$ cat config.mk
export PLATFORM = sky130hd
export DESIGN_NAME = hazard_scoreboard_flat
export DESIGN_NICKNAME = d
export VERILOG_FILES = /design/src/rtl/hazard_pkg.sv /design/src/rtl/hazard_scoreboard_if.sv /design/src/rtl/hazard_scoreboard_src_match.sv /design/src/rtl/hazard_scoreboard.sv /design/src/flat_wrapper.sv
export SDC_FILE = /design/constraint.sdc
export NUM_CORES = 1
export LEC_CHECK = 0
export ABC_AREA = 1
export BUFFER_PORTS_ARGS = -buffer_cell sky130_fd_sc_hd__buf_2
export CORE_ASPECT_RATIO = 0.8
export CORE_MARGIN = 2
export CORE_UTILIZATION = 37
export CTS_CLUSTER_SIZE = 25
export DETAILED_ROUTE_END_ITERATION = 7
export MAX_ROUTING_LAYER = met4
export PLACE_DENSITY_LB_ADDON = 0.08
export SLEW_MARGIN = 20
export SYNTH_ARGS = -nofsm -noshare
export SYNTH_HDL_FRONTEND = slang
export SYNTH_SLANG_ARGS = --single-unit
$ cat constraint.sdc
create_clock -name clk -period 3.2 [get_ports clk]
set_clock_uncertainty 0.15 [all_clocks]
set_input_delay 0.16 -clock clk [delete_from_list [all_inputs] [get_ports clk]]
set_output_delay 0.16 -clock clk [all_outputs]
set_load 0.05 [all_outputs]
$ cat src/rtl/hazard_pkg.sv
// rtl/hazard_pkg.sv - shared types and constants for the hazard scoreboard
package hazard_pkg;

    // Entry fields are stored at fixed widths. Wider than any configuration in
    // use, so narrower ADDR_W/LAT_W values are zero-extended into them.
    localparam int ENT_ADDR_W = 8;
    localparam int ENT_LAT_W  = 4;

    localparam int FWD_RF   = 0;
    localparam int LAT_ALU  = 0;
    localparam int LAT_LOAD = 1;

    typedef struct packed {
        logic                  vld;
        logic [ENT_ADDR_W-1:0] waddr;
        logic [ENT_LAT_W-1:0]  cnt;
    } entry_t;

    // Saturating decrement of the result-latency countdown.
    function automatic logic [ENT_LAT_W-1:0] cnt_dec(input logic [ENT_LAT_W-1:0] c);
        return (c == '0) ? c : c - ENT_LAT_W'(1);
    endfunction

endpackage

$ cat src/rtl/hazard_scoreboard_if.sv
// rtl/hazard_scoreboard_if.sv - ID-stage issue/operand/bypass bundle
// master: ID stage (drives issue info, operands, stage results; receives bypass/stall)
// slave : hazard_scoreboard
interface hazard_scoreboard_if #(
    parameter int DATA_W = 32,
    parameter int ADDR_W = 5,
    parameter int DEPTH  = 3,
    parameter int NSRC   = 2,
    parameter int LAT_W  = 2,
    parameter int SEL_W  = $clog2(DEPTH+1)
);
    logic                     id_valid;
    logic                     id_wen;
    logic [ADDR_W-1:0]        id_waddr;
    logic [LAT_W-1:0]         id_lat;
    logic                     id_kill;
    logic [NSRC-1:0]          src_used;
    logic [NSRC*ADDR_W-1:0]   src_addr;
    logic [NSRC*DATA_W-1:0]   src_rf_data;
    logic [DEPTH*DATA_W-1:0]  stage_data;
    logic [NSRC*SEL_W-1:0]    fwd_sel;
    logic [NSRC*DATA_W-1:0]   fwd_data;
    logic                     stall;

    modport master (
        output id_valid, id_wen, id_waddr, id_lat, id_kill,
               src_used, src_addr, src_rf_data, stage_data,
        input  fwd_sel, fwd_data, stall
    );

    modport slave (
        input  id_valid, id_wen, id_waddr, id_lat, id_kill,
               src_used, src_addr, src_rf_data, stage_data,
        output fwd_sel, fwd_data, stall
    );
endinterface

$ cat src/rtl/hazard_scoreboard_src_match.sv
// rtl/hazard_scoreboard_src_match.sv - youngest-match bypass search for one operand
// in : ent (tracked entries, 0 = youngest), used/addr/rf_data of the operand, stage_data
// out: sel (0 = register file, k+1 = stage k), data (bypassed value), hazard (result not ready)
module src_match
    import hazard_pkg::*;
#(
    parameter int DATA_W = 32,
    parameter int ADDR_W = 5,
    parameter int DEPTH  = 3,
    parameter int SEL_W  = $clog2(DEPTH+1)
) (
    input  entry_t [DEPTH-1:0]      ent,
    input  logic                    used,
    input  logic [ADDR_W-1:0]       addr,
    input  logic [DATA_W-1:0]       rf_data,
    input  logic [DEPTH*DATA_W-1:0] stage_data,
    output logic [SEL_W-1:0]        sel,
    output logic [DATA_W-1:0]       data,
    output logic                    hazard
);

    always_comb begin
        logic found;
        sel    = SEL_W'(FWD_RF);
        data   = rf_data;
        hazard = 1'b0;
        found  = 1'b0;
        // r0 is hardwired zero and is never forwarded.
        if (used && addr != '0) begin
            for (int k = 0; k < DEPTH; k++) begin
                if (!found && ent[k].vld && ent[k].waddr == ENT_ADDR_W'(addr)) begin
                    found  = 1'b1;
                    sel    = SEL_W'(k + 1);
                    data   = stage_data[k*DATA_W +: DATA_W];
                    hazard = (ent[k].cnt != '0);
                end
            end
        end
    end

endmodule

$ cat src/rtl/hazard_scoreboard.sv
// rtl/hazard_scoreboard.sv - in-flight write tracker with operand bypass and stall
// in : clk, rst_n (async active-low), adv (pipeline advance), hz (slave: issue, operands, stage results)
// out: hz.fwd_sel/fwd_data/stall, stall_cnt (saturating stalled-advance count), occ (valid entries)
module hazard_scoreboard
    import hazard_pkg::*;
#(
    parameter int DATA_W = 32,
    parameter int ADDR_W = 5,
    parameter int DEPTH  = 3,
    parameter int NSRC   = 2,
    parameter int LAT_W  = 2,
    parameter int SEL_W  = $clog2(DEPTH+1),
    parameter int CNT_W  = 16
) (
    input  logic                 clk,
    input  logic                 rst_n,
    input  logic                 adv,
    hazard_scoreboard_if.slave   hz,
    output logic [CNT_W-1:0]     stall_cnt,
    output logic [SEL_W-1:0]     occ
);

    entry_t [DEPTH-1:0] ent_q;
    entry_t [DEPTH-1:0] ent_d;
    logic   [SEL_W-1:0] occ_d;
    logic   [NSRC-1:0]  hazard;
    logic   [SEL_W-1:0] sel_v  [NSRC];
    logic   [DATA_W-1:0] data_v [NSRC];
    logic               ins;

    for (genvar i = 0; i < NSRC; i++) begin : g_src
        src_match #(
            .DATA_W (DATA_W),
            .ADDR_W (ADDR_W),
            .DEPTH  (DEPTH),
            .SEL_W  (SEL_W)
        ) u_match (
            .ent        (ent_q),
            .used       (hz.src_used[i]),
            .addr       (hz.src_addr[i*ADDR_W +: ADDR_W]),
            .rf_data    (hz.src_rf_data[i*DATA_W +: DATA_W]),
            .stage_data (hz.stage_data),
            .sel        (sel_v[i]),
            .data       (data_v[i]),
            .hazard     (hazard[i])
        );
    end

    always_comb begin
        hz.fwd_sel  = '0;
        hz.fwd_data = '0;
        for (int i = 0; i < NSRC; i++) begin
            hz.fwd_sel[i*SEL_W +: SEL_W]   = sel_v[i];
            hz.fwd_data[i*DATA_W +: DATA_W] = data_v[i];
        end
    end

    assign hz.stall = |hazard;

    // A stalled ID instruction is re-presented next cycle, so it must not be
    // recorded now; kill simply drops it.
    assign ins = hz.id_valid & hz.id_wen & ~hz.id_kill & ~hz.stall & (hz.id_waddr != '0);

    always_comb begin
        ent_d    = '0;
        occ_d    = '0;
        if (ins) begin
            ent_d[0].vld   = 1'b1;
            ent_d[0].waddr = ENT_ADDR_W'(hz.id_waddr);
            ent_d[0].cnt   = ENT_LAT_W'(hz.id_lat);
        end
        for (int k = 1; k < DEPTH; k++) begin
            ent_d[k]     = ent_q[k-1];
            ent_d[k].cnt = cnt_dec(ent_q[k-1].cnt);
        end
        for (int k = 0; k < DEPTH; k++) begin
            occ_d = occ_d + SEL_W'(ent_d[k].vld);
        end
    end

    always_ff @(posedge clk or negedge rst_n) begin
        if (!rst_n) begin
            ent_q     <= '0;
            occ       <= '0;
            stall_cnt <= '0;
        end else if (adv) begin
            ent_q <= ent_d;
            occ   <= occ_d;
            if (hz.stall && stall_cnt != '1) begin
                stall_cnt <= stall_cnt + CNT_W'(1);
            end
        end
    end

endmodule

$ cat src/flat_wrapper.sv
// flat-port wrapper written by rule: the top's interface ports become plain ports
module hazard_scoreboard_flat import hazard_pkg::*;
#(
    parameter int DATA_W = 32,
    parameter int ADDR_W = 5,
    parameter int DEPTH  = 3,
    parameter int NSRC   = 2,
    parameter int LAT_W  = 2,
    parameter int SEL_W  = $clog2(DEPTH+1),
    parameter int CNT_W  = 16
)
  (clk, rst_n, adv, stall_cnt, occ, hz_id_valid, hz_id_wen, hz_id_waddr, hz_id_lat, hz_id_kill, hz_src_used, hz_src_addr, hz_src_rf_data, hz_stage_data, hz_fwd_sel, hz_fwd_data, hz_stall);
  hazard_scoreboard_if #(.DATA_W(DATA_W), .ADDR_W(ADDR_W), .DEPTH(DEPTH), .NSRC(NSRC), .LAT_W(LAT_W), .SEL_W(SEL_W)) hz_i ();
  input  logic clk;
  input  logic rst_n;
  input  logic adv;
  output logic [CNT_W-1:0] stall_cnt;
  output logic [SEL_W-1:0] occ;
  input wire logic [$bits(hz_i.id_valid)-1:0] hz_id_valid;
  input wire logic [$bits(hz_i.id_wen)-1:0] hz_id_wen;
  input wire logic [$bits(hz_i.id_waddr)-1:0] hz_id_waddr;
  input wire logic [$bits(hz_i.id_lat)-1:0] hz_id_lat;
  input wire logic [$bits(hz_i.id_kill)-1:0] hz_id_kill;
  input wire logic [$bits(hz_i.src_used)-1:0] hz_src_used;
  input wire logic [$bits(hz_i.src_addr)-1:0] hz_src_addr;
  input wire logic [$bits(hz_i.src_rf_data)-1:0] hz_src_rf_data;
  input wire logic [$bits(hz_i.stage_data)-1:0] hz_stage_data;
  output wire logic [$bits(hz_i.fwd_sel)-1:0] hz_fwd_sel;
  output wire logic [$bits(hz_i.fwd_data)-1:0] hz_fwd_data;
  output wire logic [$bits(hz_i.stall)-1:0] hz_stall;
  assign hz_i.id_valid = hz_id_valid;
  assign hz_i.id_wen = hz_id_wen;
  assign hz_i.id_waddr = hz_id_waddr;
  assign hz_i.id_lat = hz_id_lat;
  assign hz_i.id_kill = hz_id_kill;
  assign hz_i.src_used = hz_src_used;
  assign hz_i.src_addr = hz_src_addr;
  assign hz_i.src_rf_data = hz_src_rf_data;
  assign hz_i.stage_data = hz_stage_data;
  assign hz_fwd_sel = hz_i.fwd_sel;
  assign hz_fwd_data = hz_i.fwd_data;
  assign hz_stall = hz_i.stall;
  hazard_scoreboard #(.DATA_W(DATA_W), .ADDR_W(ADDR_W), .DEPTH(DEPTH), .NSRC(NSRC), .LAT_W(LAT_W), .SEL_W(SEL_W), .CNT_W(CNT_W)) u_core (.clk(clk), .rst_n(rst_n), .adv(adv), .hz(hz_i), .stall_cnt(stall_cnt), .occ(occ));
endmodule
==> impl_metrics.yaml <==
outcome:
  status: "finished, final reports clean"
power_and_ir_drop:
  p_total_mw: 2.052
  power_leakage_nw: 3.715
  powerDensity_nw_per_um2: 311.5
  ir_drop_v: 0.0002842
clock_tree:
  cts_inserted_buffers: 5
  clkSlewWorstSetupHoldPaths_ps: 60
  cts_tree: "yes"
  clockBufferDepth: 2
  cts.htree.levels: 2
  cts.root.buffer_cell: "clkbuf_16"
  clock_latency_ps: 290
  clock_sinks: 45
final_layout:
  ff_latch_area_um2: 1126
  multi_input_area_um2: 3217
  nets: 1280
  final_cell_mix: "nand2_1, buf_2, o21ai_0, inv_1, dfrtp_1"
  layout_commonest_cell: "nand2_1"
  antenna_cells: 0
  area_growth_pct: 36.81
  design_area_um2: 6589
  fillers: 1420
  drive_above_1_share: 0.3190
worst_setup_path:
  arrival_ps: 2670
  path_max_fanout: 59
  required_ps: 2890
  cp_slowest_cell: "dfrtp_1"
  crit_family: "buffers and inverters"
  critical-path-max-stage-delay_ps: 420
  worstPathCellList: "inv_1 -> nand2_1 -> o21ai_0 -> nor2_1 -> nand3_2 -> nand3_2 -> clkbuf_8 -> inv_1 -> a221oi_1 -> o21ai_0 -> buf_2"
  worst-path-buf-inv: 4
  regToRegSetupSlack_ps: 490
  cp-end-kind: "output port"
  path_class: "reg2out"
  startpoint_type: "register"
sta:
  rsz0062_at_grt: "false"
  max_freq_mhz: 335.7
  slew-limit-headroom: 0.4290
  fin_crit_ps: 2979
  setup_viol: 0
  period_share: 0.9310
  fin_tns_setup_ps: 0
  fin_ws_ps: 220.8
  tightestPinTransition_ps: 856.5
  hold_viol_final: 0
  slew_viol_final: 0
global_routing:
  grt_start_max_net_pins: 67
  antenna_found_initial: 0
  overflow: 0
  gr-usage-all-layers: 0.2636
  grt_pass1_vias: 5862
  grt_pass1_wl_um: 29430
flow_run:
  drv_cap: 0
placement:
  pre_cts_ws_ps: 428.6
  place_hpwl_um: 14360
  place_area_um2: 6342
  io_buffer_count: 271
  gp_congestion: 0.8998
synthesis:
  syn_nets: 1020
  synth_top_cell_by_area: "nand2_1"
  avgSynthCellArea_um2: 5.802
  ys_seq_area_frac: 0.2338
  synth_area_leaders: "nand2_1, dfrtp_1, o21ai_0"
  synth_cells: 830
  netlist_area_um2: 4816
  yosysWarnings: 0
  synth_top_area_frac: 0.2611
  ys_seq_elements: 45
  synth_cell_type_count: 40
worst_hold_path:
  hp-class: "in2reg"
drt:
  vias: 6257
  totalWireLength_um: 18470
  wl_per_cell_um: 14.59
  drcViolationCount: 0
  detail-route-antenna-nets: 0
  vias_per_cell: 4.942
  first_iter_violations: 394
  dr.pass1.iters: 5
die:
  start_util: 0.3769
  die_x_um: 131.6
  die_area_um2: 13950
  die_h_um: 106.0
  core_um2: 12780
  ios: 272
  rows: 37
==> metal layers <==
metal | global-route usage | vias to the layer above | routed length (um)
met5 | - | - | 0
met4 | 0.05590 | 0 | 295
met3 | 0.03815 | 22 | 967
met2 | 0.4237 | 200 | 8590
met1 | 0.3556 | 2797 | 8616
li1 | - | 3238 | -
==> through the flow <==
stage / cells / util / hold WS [ps]
2_1_floorplan: 830 / - / -285.6
3_3_place_gp: 1248 / 0.4964 / 167.9
3_5_place_dp: 1248 / 0.4964 / 168.6
4_1_cts: 1262 / 0.5122 / 29.06
5_1_grt: 1266 / 0.5157 / 27.39
6_report: 1266 / 0.5157 / 22.36
==> area by class of cell <==
type                       count  share of cell area
inverter                      79             0.04596
multi-input combinational    663              0.4882
clock inverter                 3            0.002659
sequential                    45              0.1709
tap                          175             0.03323
timing repair buffer         296              0.2400
clock buffer                   5             0.01899
==> worst paths after layout <==
| path | cells after the start | to | start |
|---|---|---|---|
| max | 11 | hz_fwd_data[36] | u_core.ent_d[18]$_DFFE_PN0P_ |
| min | 3 | u_core.ent_d[17]$_DFFE_PN0P_ | hz_id_waddr[0] |
| max reg2reg | 15 | u_core.occ[0]$_DFFE_PN0P_ | u_core.ent_d[18]$_DFFE_PN0P_ |
| min reg2reg | 2 | u_core.ent_q[28]$_DFFE_PN0P_ | u_core.ent_q[28]$_DFFE_PN0P_ |
| max in group asynchronous | 3 | u_core.stall_cnt[3]$_DFFE_PN0P_ | rst_n |
| min in group asynchronous | 2 | u_core.ent_q[34]$_DFFE_PN0P_ | rst_n |
==> cell families (layout without fill, tap and decap cells) <==
family | Yosys count | count (layout) | synth area share
AND/OR/NAND/NOR | 455 | 455 | 0.3910
AO/OA/AOI/OAI | 191 | 191 | 0.2349
buffers and inverters | 122 | 383 | 0.1039
flip-flops | 45 | 45 | 0.2338
XOR/XNOR | 12 | 12 | 0.02182
adder cells (fa/ha/maj) | 5 | 5 | 0.01455
==> synthesized netlist by cell type, drive strengths merged <==
library cell	count
nor3	10
nand3	40
a31oi	1
dfrtp	45
nor2	47
a22oi	1
o221ai	9
nand2	345
nor4	2
o22ai	1
nand4	8
fa	1
o31ai	2
o21ai	116
o211ai	18
a31o	8
a221oi	7
xnor2	4
xor2	8
ha	4
or2	1
inv	78
clkbuf	28
a21oi	28
clkinv	1
buf	15
nand3b	2
==> timing repair <==
action	CTS	global route
gates resized for setup	0	4
endpoints found under the hold margin	41	0
buffers inserted	0	4
setup endpoints to repair	0	17
hold buffers	6	0
==> worst min-delay path, delay by kind of cell <==
kind / cells / cell delay, ps
and+or+nand+nor: 2 / 160
buffers and inverters: 1 / 110
==> state kept, by name, indices dropped and copies added (netlist names) <==
signal and cells:
u_core.stall_cnt 16, u_core.ent_q 15, u_core.ent_d 12, u_core.occ 2
==> report_power, final <==
group,internal (mW),leakage (nW),switching (mW)
Sequential,0.619,0.579,0.0476
Combinational,0.260,3.07,0.618
Clock,0.286,0.0696,0.222
(Power assumes the default switching activity.)
